[config.mk]
export PLATFORM = sky130hd
export DESIGN_NAME = peak_report_collector
export DESIGN_NICKNAME = d
export VERILOG_FILES = /design/src/rtl/peak_report_collector.sv
export SDC_FILE = /design/constraint.sdc
export NUM_CORES = 1
export LEC_CHECK = 0
export BUFFER_PORTS_ARGS = -buffer_cell sky130_fd_sc_hd__buf_2
export CAP_MARGIN = 15
export CORE_MARGIN = 1
export CORE_UTILIZATION = 28
export DETAILED_ROUTE_END_ITERATION = 8
export REMOVE_ABC_BUFFERS = 1
export SYNTH_ARGS = -nofsm -noshare
export SYNTH_HDL_FRONTEND = slang
export SYNTH_SLANG_ARGS = --single-unit
[constraint.sdc]
create_clock -name clk -period 7.85 [get_ports clk]
set_clock_uncertainty 0.2 [all_clocks]
set_input_delay 2.355 -clock clk [delete_from_list [all_inputs] [get_ports clk]]
set_output_delay 2.355 -clock clk [all_outputs]
set_load 0.02 [all_outputs]
[src/rtl/peak_report_collector.sv]
// Pairs the final I and Q peak of each frame into one AXI-Stream report beat.
// Define PEAK_REPORT_TIMEOUT_EN to discard a half-captured pair after TIMEOUT_CYCLES.
//
// state | meaning
// IDLE  | no channel captured
// PART  | exactly one channel captured, waiting for the other
// FULL  | both channels captured, report waiting for the output slot
module peak_report_collector #(
   parameter int DATA_LEN       = 64,
   parameter int DROP_CNT_WIDTH = 16,
   parameter int TIMEOUT_CYCLES = 4096
) (
   input  logic                      clk,
   input  logic                      aresetn,
   input  logic [31:0]               peak_index_i,
   input  logic [31:0]               peak_index_q,
   input  logic [DATA_LEN-1:0]       peak_tdata_i,
   input  logic [DATA_LEN-1:0]       peak_tdata_q,
   input  logic                      peak_tvalid_i,
   input  logic                      peak_tvalid_q,
   input  logic                      peak_tlast_i,
   input  logic                      peak_tlast_q,
   input  logic [31:0]               num_peaks_i,
   input  logic [31:0]               num_peaks_q,
   output logic [2*DATA_LEN+127:0]   m_axis_tdata,
   output logic                      m_axis_tvalid,
   output logic                      m_axis_tlast,
   input  logic                      m_axis_tready,
   output logic [DROP_CNT_WIDTH-1:0] dropped_reports
);

   typedef enum logic [1:0] {
      IDLE = 2'd0,
      PART = 2'd1,
      FULL = 2'd2
   } state_t;

   state_t                    state_q, state_d;
   logic                      have_i_q, have_i_d;
   logic                      have_q_q, have_q_d;
   logic [31:0]               idx_i_q, idx_q_q;
   logic [31:0]               num_i_q, num_q_q;
   logic [DATA_LEN-1:0]       val_i_q, val_q_q;
   logic [2*DATA_LEN+127:0]   tdata_q;
   logic                      tvalid_q;
   logic [DROP_CNT_WIDTH-1:0] drop_q, drop_d;
   logic [DROP_CNT_WIDTH:0]   drop_sum;
   logic [1:0]                drop_inc;
   logic                      cap_i, cap_q, load, tmo_fire, ovr_i, ovr_q;

   if (TIMEOUT_CYCLES < 1) begin : g_tmo_chk
      $error("TIMEOUT_CYCLES must be at least 1");
   end

   assign cap_i = peak_tvalid_i & peak_tlast_i;
   assign cap_q = peak_tvalid_q & peak_tlast_q;
   assign load  = (state_q == FULL) & (~tvalid_q | m_axis_tready);

   // A capture landing on the edge that empties its channel is a fresh frame, not a drop.
   assign ovr_i = cap_i & have_i_q & ~load;
   assign ovr_q = cap_q & have_q_q & ~load;

`ifdef PEAK_REPORT_TIMEOUT_EN
   localparam int TMO_W = $clog2(TIMEOUT_CYCLES + 1);
   logic [TMO_W-1:0] tmo_cnt_q;

   assign tmo_fire = (state_q == PART) & ~cap_i & ~cap_q &
                     (tmo_cnt_q == TMO_W'(TIMEOUT_CYCLES - 1));

   always_ff @(posedge clk or negedge aresetn) begin
      if (!aresetn) begin
         tmo_cnt_q <= '0;
      end else if (state_q != PART || state_d != PART) begin
         tmo_cnt_q <= '0;
      end else begin
         tmo_cnt_q <= tmo_cnt_q + TMO_W'(1);
      end
   end
`else
   assign tmo_fire = 1'b0;
`endif

   always_comb begin
      have_i_d = have_i_q;
      have_q_d = have_q_q;
      if (load || tmo_fire) begin
         have_i_d = 1'b0;
         have_q_d = 1'b0;
      end
      if (cap_i) have_i_d = 1'b1;
      if (cap_q) have_q_d = 1'b1;
   end

   always_comb begin
      state_d = IDLE;
      if (have_i_d && have_q_d) begin
         state_d = FULL;
      end else if (have_i_d || have_q_d) begin
         state_d = PART;
      end
   end

   always_comb begin
      drop_inc = 2'(ovr_i) + 2'(ovr_q) + 2'(tmo_fire);
      drop_sum = {1'b0, drop_q} + (DROP_CNT_WIDTH + 1)'(drop_inc);
      drop_d   = drop_sum[DROP_CNT_WIDTH] ? '1 : drop_sum[DROP_CNT_WIDTH-1:0];
   end

   always_ff @(posedge clk or negedge aresetn) begin
      if (!aresetn) begin
         state_q  <= IDLE;
         have_i_q <= 1'b0;
         have_q_q <= 1'b0;
         drop_q   <= '0;
      end else begin
         state_q  <= state_d;
         have_i_q <= have_i_d;
         have_q_q <= have_q_d;
         drop_q   <= drop_d;
      end
   end

   always_ff @(posedge clk or negedge aresetn) begin
      if (!aresetn) begin
         idx_i_q <= '0;
         val_i_q <= '0;
         num_i_q <= '0;
      end else if (cap_i) begin
         idx_i_q <= peak_index_i;
         val_i_q <= peak_tdata_i;
         num_i_q <= num_peaks_i;
      end
   end

   always_ff @(posedge clk or negedge aresetn) begin
      if (!aresetn) begin
         idx_q_q <= '0;
         val_q_q <= '0;
         num_q_q <= '0;
      end else if (cap_q) begin
         idx_q_q <= peak_index_q;
         val_q_q <= peak_tdata_q;
         num_q_q <= num_peaks_q;
      end
   end

   always_ff @(posedge clk or negedge aresetn) begin
      if (!aresetn) begin
         tdata_q  <= '0;
         tvalid_q <= 1'b0;
      end else if (load) begin
         tdata_q  <= {num_i_q, num_q_q, val_i_q, val_q_q, idx_i_q, idx_q_q};
         tvalid_q <= 1'b1;
      end else if (m_axis_tready) begin
         tvalid_q <= 1'b0;
      end
   end

   assign m_axis_tdata    = tdata_q;
   assign m_axis_tvalid   = tvalid_q;
   assign m_axis_tlast    = tvalid_q;
   assign dropped_reports = drop_q;

endmodule
==> reports/results.tsv, run 1 <==
stage	metric	value	unit
run_status	status	finished clean	
setup_path	r2r-start	m_axis_tlast	
setup_path	worstPathArrival	4850	ps
route	viasPerCell	4.33	
power_and_ir_drop	seqPwrFrac	40.0	%
synthesis	synth_mux_area_share	29.0	%
power_and_ir_drop	power_density	402	nW/µm²
setup_path	critPathLaunch	m_axis_tready	
global_routing	grt_pass1_wl	70300	µm
place	dpl.cell_count	2604	
synthesis	ys_ff_latch	533	
synthesis	seq_area_frac_synth	67.0	%
power_and_ir_drop	power.switching	0.00344	W
layout	final_common_cell	buf_2	
place	hpwl	30900	µm
synthesis	synthSimpleGateAreaFrac	1.48	%
timing	finalCritPeriodShare	58.0	%
cts	cts_made_buffers	58	
route	antenna_left	0	
route	wl_per_cell	16.8	µm
setup_path	crit_family	simple AND/OR/NAND/NOR gates	
cts	cts_buffer_depth	3	
power_and_ir_drop	peakVddDrop	0.188	mV
setup_path	crit_type	input port to flop	
layout	fin_nets	1990	
setup_path	crit_path_cell_trace	buf_2 -> nand2b_1 -> nand3b_1 -> nand4_1 -> fa_1 -> inv_1 -> ha_1 -> nand3_1 -> or4_4 -> o21ai_0	
layout	n_fill_cell	6725	
synthesis	synth_cells	1181	
setup_path	cpMaxStageDelayCell	or4_4	
synthesis	ys.warnings.count	0	
global_routing	antenna_found_initial	11	
layout	seq_area	13300	µm²
floorplanning	boundaryPins	537	
layout	final_cells	2718	
cts	clkLatencyLatePin	580	ps
place	place.gp.congestion	0.747	
floorplanning	die_h	269	µm
cts	cts_tree	yes	
cts	ctsHoldBuffers	0	
timing	min_period	4550	ps
timing	maxSlewHeadroom	27.2	%
global_routing	grt-ovfl-total	0	
synthesis	ys_async_sr_fraction	100	%
cts	cts.sinks	533	
synthesis	synth-main-ff-cell	dfrtp_1	
setup_path	crit_required	8150	ps
layout	multiInputGateArea	6260	µm²
floorplanning	die_area	72200	µm²
cts	path_clk_slew	70	ps
place	portBuffers	536	
cts	post_cts_resized	0	
timing	slew_violations	0	
synthesis	synth_top_family_by_area	multiplexers	
route	routed_wl	45700	µm
global_routing	grt_max_degree	170	
cts	htree_num_levels	2	
setup_path	critPathLaunchType	input port	
setup_path	cp_num_buf_inv	2	
min_path	hold_class	flop to flop	
timing	tns	0	ps
cts	postCtsSetupBuffers	0	
synthesis	postSynthAreaPerCell	16.9	µm²
floorplanning	initial_core_util	28.3	%
power_and_ir_drop	switching_share	33.5	%
layout	areaGrowthSynthToFinish	28.6	%
route	drt_iter0_markers	342	
timing	rsz0062_at_grt	false	
timing	setup_viol	0	
flow_run	cap_viol_max_count	0	
cts	root_buffer	clkbuf_16	
setup_path	crit_path_max_incr_delay	750	ps
setup_path	path_max_fanout	14	
floorplanning	die_x	269	µm
timing	hold_viol_final	0	
floorplanning	core_area	70300	µm²
timing	worst_pin_slew	1090	ps
min_path	worstHoldStart	state_q[0]	
global_routing	grtUsageTotal	12.2	%
layout	layout_common_cells	buf_2, dfrtp_1, mux2_2	
power_and_ir_drop	comb_power_share	33.1	%
route	first_pass_iters	4	
synthesis	yosys.area_share.xor_xnor	0.0879	%
route	vias	11800	
power_and_ir_drop	p_int	0.00684	W
power_and_ir_drop	p_clk_share	26.9	%
synthesis	synthAdderAreaFrac	0.226	%
layout	drive_above_1_share	65.4	%
global_routing	grt_pass1_vias	12600	
floorplanning	fp-row-count	97	
setup_path	cp-end-kind	flop	
synthesis	synth_edf_count	0	
synthesis	ys_types	33	
timing	max_freq	0.220	GHz
power_and_ir_drop	cellLeakagePower	11.9	nW
synthesis	synth_compound_area_share	0.584	%
synthesis	synth_area	19900	µm²
route	drc_errors	0	
## registers in the layout (all words and copies together) (netlist names)
| register | cells |
|---|---|
| m_axis_tdata | 256 |
| val_i_q | 64 |
| val_q_q | 64 |
| idx_i_q | 32 |
| idx_q_q | 32 |
| num_i_q | 32 |
| num_q_q | 32 |
| dropped_reports | 16 |
| state_q | 2 |
| have_i_q | 1 |
| have_q_q | 1 |
| m_axis_tlast | 1 |
## per-stage QoR
step	worst slack [ps]	hold slack (ps)	total power [W]	cell area (µm²)	utilization (%)
floorplan	-3800	215	0.00676	19600	-
global placement	2700	234	0.00752	23600	33.6
detailed placement	2690	233	0.00763	23600	33.6
CTS	3330	241	0.0105	25600	36.4
global route	3200	280	0.0109	25600	36.4
finish	3300	239	0.0103	25600	36.4
## cells in the mapped netlist (2+ instances only)
master / n / area, µm²
dfrtp_1: 533 / 13300
mux2_2: 513 / 5780
buf_2: 55 / 275
nand3_1: 11 / 55.1
nand2_1: 9 / 33.8
or4_1: 7 / 52.6
o21ai_0: 6 / 30.0
clkbuf_1: 5 / 18.8
inv_1: 5 / 18.8
nand2b_1: 3 / 18.8
nand4_1: 3 / 18.8
o31ai_1: 3 / 22.5
o41ai_1: 3 / 26.3
a22o_1: 2 / 17.5
ha_1: 2 / 25.0
nand3b_1: 2 / 15.0
nand4b_1: 2 / 17.5
or3_1: 2 / 12.5
## power groups by stage
stage	registers, W	clock network, W	logic (W)
after global placement	0.00411	0	0.00341
after global routing	0.00423	0.00298	0.00366
after floorplan	0.00497	0	0.00179
final	0.00411	0.00276	0.00341
after CTS	0.00412	0.00287	0.00348
after detailed placement	0.00416	0	0.00347
## path summary, 6_finish.rpt
path	endpoint	slack [ps]	cells after the start
max in group asynchronous	m_axis_tdata[28]	4410	2
min	m_axis_tlast	240	1
min reg2reg	m_axis_tlast	240	1
max reg2reg	dropped_reports[5]	4870	9
min in group asynchronous	m_axis_tdata[235]	1590	1
max	dropped_reports[5]	3300	10
## kinds of logic (layout without fill, tap and decap cells)
group | count (synthesis) | after routing
DFF | 533 | 533
muxes | 513 | 513
buffers and inverters | 67 | 657
and+or+nand+nor | 46 | 46
AOI/OAI and AO/OA | 17 | 17
adders and majority gates | 3 | 3
xor gates and xnor gates | 2 | 2
other | 0 | 7
## routing by layer
layer	global-route usage, %	vias up	routed length [µm]
li1	-	5292	-
met1	14.3	6032	17900
met2	20.4	345	22600
met3	4.71	91	3910
met4	4.30	14	1190
met5	0	-	97
## area by class of cell
class	instances	area share [%]
diodes	7	0.0684
clock buffers	84	6.64
clock inverters	23	1.05
inverters	5	0.0733
multi-input cells	581	24.5
flip-flops and latches	533	52.1
well taps	940	4.59
repair buffers	545	11.0
No activity file was read; power rests on OpenSTA's default activity.
==> run 2, diff against run 1 <==
Clock period 7.85 ns to 3.7 ns, I/O delays scaled along.
==> run 2 against run 1 <==
  * Combinational power increased by 110%
  * Critical path depth unchanged
  * Die area unchanged
  * First-iteration DRC count up 14%
  * Sequential cell count unchanged
  * Via count increased by 0.58%
  * Clock power is 110% higher
  * Largest cell class unchanged
==> reports/results.tsv, run 2 (same netlist as run 1, synthesis figures left out) <==
stage	metric	value	unit	change
setup_path	cp-end-kind	flop		unchanged
timing	rsz0062_at_grt	false		unchanged
route	drc_errors	0		unchanged
timing	setup_viol	0		unchanged
timing	worst_pin_slew	863	ps	was 1090 ps
timing	hold_slack	275	ps	was 239 ps
layout	fin_nets	2008		was 1,990
cts	cts_tree	yes		unchanged
timing	hold_viol_final	0		unchanged
timing	min_period	2980	ps	
route	antenna_left	0		unchanged
cts	postCtsSetupBuffers	0		unchanged
floorplanning	boundaryPins	537		unchanged
cts	cts.sinks	533		unchanged
layout	drive_above_1_share	65.6	%	was 65.4%
floorplanning	die_h	269	µm	unchanged
power_and_ir_drop	cellLeakagePower	12.0	nW	was 11.9 nW
setup_path	r2r-start	m_axis_tlast		unchanged
setup_path	critPathLaunchType	input port		unchanged
power_and_ir_drop	power_density	845	nW/µm²	was 402 nW/µm²
global_routing	grt_max_degree	134		was 170
layout	final_cells	2738		was 2,718
route	drt_iter0_markers	389		was 342
floorplanning	core_area	70300	µm²	unchanged
route	viasPerCell	4.33		about the same
floorplanning	initial_core_util	28.3	%	unchanged
setup_path	path_max_fanout	14		unchanged
place	portBuffers	536		unchanged
route	first_pass_iters	4		unchanged
route	vias	11800		about the same
route	routed_wl	47100	µm	was 45,700 µm
timing	maxSlewHeadroom	42.5	%	was 27.2%
layout	largest_register_ffs	256		unchanged
run_status	status	finished clean		unchanged
global_routing	grt_pass1_vias	12900		was 12,600
power_and_ir_drop	peakVddDrop	0.460	mV	was 0.188 mV
place	postPlaceCellArea	23900	µm²	was 23,600 µm²
cts	cts_buffer_depth	3		unchanged
cts	htree_num_levels	2		unchanged
setup_path	reg2reg_depth	9		unchanged
timing	max_freq	0.335	GHz	
route	wl_per_cell	17.2	µm	was 16.8 µm
timing	slew_violations	0		unchanged
setup_path	crit_type	input port to flop		unchanged
setup_path	regToRegSetupSlack	1030	ps	was 4870 ps
global_routing	antenna_found_initial	13		was 11
layout	final_util	36.7	%	was 36.4%
place	dpl.cell_count	2623		was 2,604
setup_path	crit_required	4010	ps	was 8150 ps
cts	clkLatencyLatePin	600	ps	was 580 ps
min_path	hold_class	input port to async pin		was flop to flop
setup_path	worstReg2RegEnd	dropped_reports[7]		was dropped_reports[5]
flow_run	cap_viol_max_count	0		unchanged
cts	post_cts_resized	0		unchanged
layout	post-route-cell-area	25800	µm²	was 25,600 µm²
place	hpwl	32900	µm	was 30,900 µm
timing	finalCritPeriodShare	80.6	%	
place	place.gp.congestion	0.749		was 0.747
cts	path_clk_slew	60	ps	was 70 ps
cts	ctsHoldBuffers	0		unchanged
setup_path	worstPathArrival	3290	ps	was 4850 ps
global_routing	grt_pass1_wl	71900	µm	was 70,300 µm
layout	layout_common_cells	buf_2, dfrtp_1, mux2_2		unchanged
global_routing	grtUsageTotal	12.6	%	was 12.2%
timing	tns	0	ps	unchanged
floorplanning	fp-row-count	97		unchanged
cts	root_buffer	clkbuf_16		unchanged
layout	areaGrowthSynthToFinish	29.5	%	was 28.6%
global_routing	grt-ovfl-total	0		unchanged
layout	final_common_cell	buf_2		unchanged
floorplanning	die_area	72200	µm²	unchanged
floorplanning	die_x	269	µm	unchanged
cts	cts_made_buffers	57		was 58
## run 2: power by group
group          internal [W]  switching [W]  total [W]
sequential          0.00778       0.000950    0.00873
clock               0.00340        0.00238    0.00578
combinational       0.00324        0.00405    0.00729
total                0.0144        0.00737     0.0218
## run 2: cell type report
class                      instances  area, µm²
antenna                            8       20.0
clock buffer                      81       1620
clock inverter                    26        307
fill                            6725      44500
inverter                           5       18.8
multi-input combinational        581       6260
sequential                       533      13300
tap                              940       1180
timing repair buffer             564       3050
## run 2: metrics by stage
| step | total power, W | worst slack [ps] |
|---|---|---|
| finish | 0.0218 | 719 |
| global route | 0.0230 | 551 |
| CTS | 0.0222 | 761 |
| detailed placement | 0.0162 | 106 |
| global placement | 0.0160 | 142 |
| floorplan | 0.0133 | -6700 |
## run 2: metal layers
layer / part of all wire, % / wire length, µm / global-route usage (%)
met5: 0.21 / 98 / 0
met4: 2.8 / 1340 / 4.36
met3: 9.1 / 4290 / 5.09
met2: 51 / 24000 / 22.0
met1: 37 / 17400 / 13.7
## run 2: worst max-delay path, cell delays in order
cell and delay [ps]:
buf_2 90, nand2b_1 150, nand3b_1 140, nand4_1 160, fa_1 450, inv_1 90, ha_1 180, nand3_1 140
or4_4 670, o21ai_0 120
## run 2: worst max path at each step
| stage | from | endpoint | cells after the start |
|---|---|---|---|
| after global placement | m_axis_tready | dropped_reports[14] | 11 |
| after detailed placement | m_axis_tready | dropped_reports[7] | 10 |
| after CTS | m_axis_tready | dropped_reports[7] | 10 |
| after floorplan | m_axis_tready | dropped_reports[7] | 9 |
| after global routing | m_axis_tready | dropped_reports[14] | 11 |
| final | m_axis_tready | dropped_reports[7] | 10 |
==> run 3, diff against run 2 <==
Settings changed: ABC_AREA set to 1.
Clock period 3.7 ns to 2.92 ns, I/O delays scaled along.
==> run 3 against run 2 <==
  * Non-clock buffer count up 5
  * Global-route usage is 1.4 points higher
  * Wire length rose by 9.0%
  * Sequential power rose by 25%
  * Critical endpoint is now dropped_reports[11]
  * Largest cell class unchanged
  * Largest power group unchanged
==> reports/results.tsv, run 3 <==
stage	metric	value	unit	change
run_status	status	finished clean		unchanged
synthesis	seq_area_frac_synth	66.8	%	was 67.0%
route	antenna_left	0		unchanged
setup_path	critPathLaunchType	input port		unchanged
timing	setup_viol	0		unchanged
global_routing	grt_pass1_vias	14700		was 12,900
global_routing	grt-ovfl-total	0		unchanged
cts	post_cts_resized	0		unchanged
place	portBuffers	536		unchanged
synthesis	yosys.cell_count.top_type	dfrtp_1		unchanged
synthesis	synth_top_family_by_area	compound AO/OA/AOI/OAI gates		was multiplexers
synthesis	synthAdderAreaFrac	0.225	%	was 0.226%
layout	largest_register_ffs	256		unchanged
power_and_ir_drop	p_int	0.0173	W	was 0.0144 W
floorplanning	die_x	269	µm	about the same
synthesis	synth_top_area_share	66.8	%	was 67.0%
global_routing	busiest_layer	met2		unchanged
synthesis	ys_async_sr_fraction	100	%	unchanged
timing	hold_slack	47.8	ps	was 275 ps
layout	drive_above_1_share	27.1	%	was 65.6%
route	routed_wl	51300	µm	was 47,100 µm
timing	min_period	2520	ps	
setup_path	crit_required	3250	ps	was 4010 ps
min_path	hold_class	input port to async pin		unchanged
place	dpl.cell_count	3419		was 2,623
place	hpwl	35600	µm	was 32,900 µm
timing	maxSlewHeadroom	26.5	%	was 42.5%
power_and_ir_drop	peakVddDrop	0.609	mV	was 0.460 mV
synthesis	ys_types	27		was 33
timing	finalCritPeriodShare	86.5	%	
route	drt_iter0_markers	880		was 389
floorplanning	die_h	269	µm	about the same
timing	rsz0062_at_grt	false		unchanged
layout	areaGrowthSynthToFinish	29.2	%	was 29.5%
floorplanning	fp-row-count	97		unchanged
synthesis	ys.warnings.count	0		unchanged
place	place.gp.congestion	0.785		was 0.749
cts	path_clk_slew	60	ps	about the same
synthesis	synth_edf_count	0		unchanged
global_routing	grt_pass1_wl	81700	µm	was 71,900 µm
synthesis	synth_mux_area_share	0.902	%	was 29.0%
cts	cts_made_buffers	59		was 57
floorplanning	die_area	72400	µm²	was 72,200 µm²
global_routing	grt_max_degree	210		was 134
cts	clkLatencyLatePin	590	ps	was 600 ps
synthesis	postSynthAreaPerCell	9.88	µm²	was 16.9 µm²
synthesis	synth-main-ff-cell	dfrtp_1		unchanged
cts	htree_num_levels	2		unchanged
cts	root_buffer	clkbuf_16		unchanged
power_and_ir_drop	seqPwrFrac	39.6	%	was 40.0%
power_and_ir_drop	power_density	1070	nW/µm²	was 845 nW/µm²
timing	worst_pin_slew	1100	ps	was 863 ps
synthesis	synth_top_area_cell	dfrtp_1		unchanged
route	vias	14900		was 11,800
floorplanning	initial_core_util	28.4	%	was 28.3%
floorplanning	boundaryPins	537		unchanged
layout	layout_common_cells	buf_2, dfrtp_1, nand2_1		was buf_2, dfrtp_1, mux2_2
setup_path	worstPathArrival	2850	ps	was 3290 ps
power_and_ir_drop	cellLeakagePower	13.6	nW	was 12.0 nW
global_routing	met2_usage	22.4	%	was 22.0%
timing	hold_viol_final	0		unchanged
layout	n_fill_cell	7096		was 6,725
cts	postCtsSetupBuffers	0		unchanged
layout	final_cells	3531		was 2,738
synthesis	ys_ff_latch	533		unchanged
route	viasPerCell	4.21		was 4.33
global_routing	met3_usage	4.06	%	was 5.09%
flow_run	cap_viol_max_count	0		unchanged
synthesis	synthTopCellsByCount	dfrtp_1, nand2_1, inv_1		was dfrtp_1, mux2_2, buf_2
global_routing	grtUsageTotal	14.0	%	was 12.6%
power_and_ir_drop	power.switching	0.0102	W	was 0.00737 W
synthesis	synth_cells	2023		was 1,181
floorplanning	core_area	70300	µm²	unchanged
layout	final_common_cell	buf_2		unchanged
synthesis	synth_area_leaders	dfrtp_1, a21oi_1, nand2_1, o21ai_1, inv_1		was dfrtp_1, mux2_2, buf_2, nand3_1, or4_1
global_routing	grt_use_met1	17.6	%	was 13.7%
power_and_ir_drop	comb_power_share	32.4	%	was 33.5%
cts	cts_buffer_depth	3		unchanged
cts	ctsHoldBuffers	0		unchanged
setup_path	path_max_fanout	15		was 14
cts	cts_tree	yes		unchanged
synthesis	synthSimpleGateAreaFrac	12.0	%	was 1.48%
timing	slew_violations	0		unchanged
power_and_ir_drop	p_clk_share	28.0	%	was 26.5%
layout	fin_nets	2806		was 2,008
setup_path	crit_type	input port to flop		unchanged
global_routing	antenna_found_initial	15		was 13
route	first_pass_iters	4		unchanged
cts	cts.sinks	533		unchanged
synthesis	synth_area	20000	µm²	was 19,900 µm²
route	wl_per_cell	14.5	µm	was 17.2 µm
synthesis	yosys.area_share.xor_xnor	0.175	%	was 0.0879%
power_and_ir_drop	switching_share	37.0	%	was 33.8%
route	drc_errors	0		unchanged
synthesis	synth_compound_area_share	12.2	%	was 0.584%
timing	max_freq	0.396	GHz	
setup_path	cp-end-kind	flop		unchanged
run 3: logic make-up after synthesis:
group                    count (synthesis)
AO/OA/AOI/OAI                          486
XOR/XNOR                                 4
adder cells (fa/ha/maj)                  3
buffers and inverters                  373
flip-flops                             533
multiplexers                            16
AND/OR/NAND/NOR                        608
run 3: stage by stage:
step	worst slack (ps)	utilization (%)	power (W)	instance area, µm²	TNS (ps)
after floorplan	-2940	-	0.0166	19400	-798820
after global placement	-197	33.8	0.0199	23800	-2680
after detailed placement	-252	33.8	0.0201	23800	-3370
after CTS	380	36.7	0.0280	25800	0
after global routing	192	36.7	0.0293	25800	0
final	395	36.7	0.0275	25800	0
run 3: cell type report:
type,instances,area (µm²),share of cell area (%)
sequential,533,13300,51.7
multi-input combinational,1117,5120,19.8
timing repair buffer,569,3150,12.2
clock buffer,79,1710,6.64
tap,940,1180,4.56
inverter,260,976,3.78
clock inverter,25,315,1.22
antenna,8,20.0,0.0775
run 3: power groups by stage:
stage / Combinational [W] / Sequential (W) / Clock, W
2_1_floorplan: 0.00345 / 0.0132 / 0
3_3_place_gp: 0.00889 / 0.0110 / 0
3_5_place_dp: 0.00908 / 0.0110 / 0
4_1_cts: 0.00908 / 0.0109 / 0.00797
5_1_grt: 0.00986 / 0.0112 / 0.00825
6_report: 0.00891 / 0.0109 / 0.00769
run 3: worst paths after layout:
check	start	endpoint	slack (ps)	cells past startpoint
max in group asynchronous	aresetn	idx_q_q[23]	1680	2
min	aresetn	m_axis_tdata[152]	50	1
max reg2reg	m_axis_tlast	dropped_reports[11]	440	12
max	m_axis_tready	dropped_reports[11]	400	14
min in group clk	m_axis_tdata[52]	m_axis_tdata[52]	270	2
min reg2reg	m_axis_tdata[52]	m_axis_tdata[52]	270	2
run 3: critical path, stage by stage:
cell and delay [ps]:
buf_2 100, inv_1 70, nand2_2 130, nand2_8 130, nand4_1 120, fa_1 430
inv_1 90, ha_1 180, nand3_2 110, inv_2 100, nand2_4 60, nor2_4 90
nand2_2 200, nand3_1 160
run 3: routing by layer:
| metal | share of wire, % | vias up |
|---|---|---|
| li1 | - | 7414 |
| met1 | 43 | 6969 |
| met2 | 46 | 366 |
| met3 | 6.7 | 114 |
| met4 | 3.7 | 8 |
| met5 | 0.099 | - |
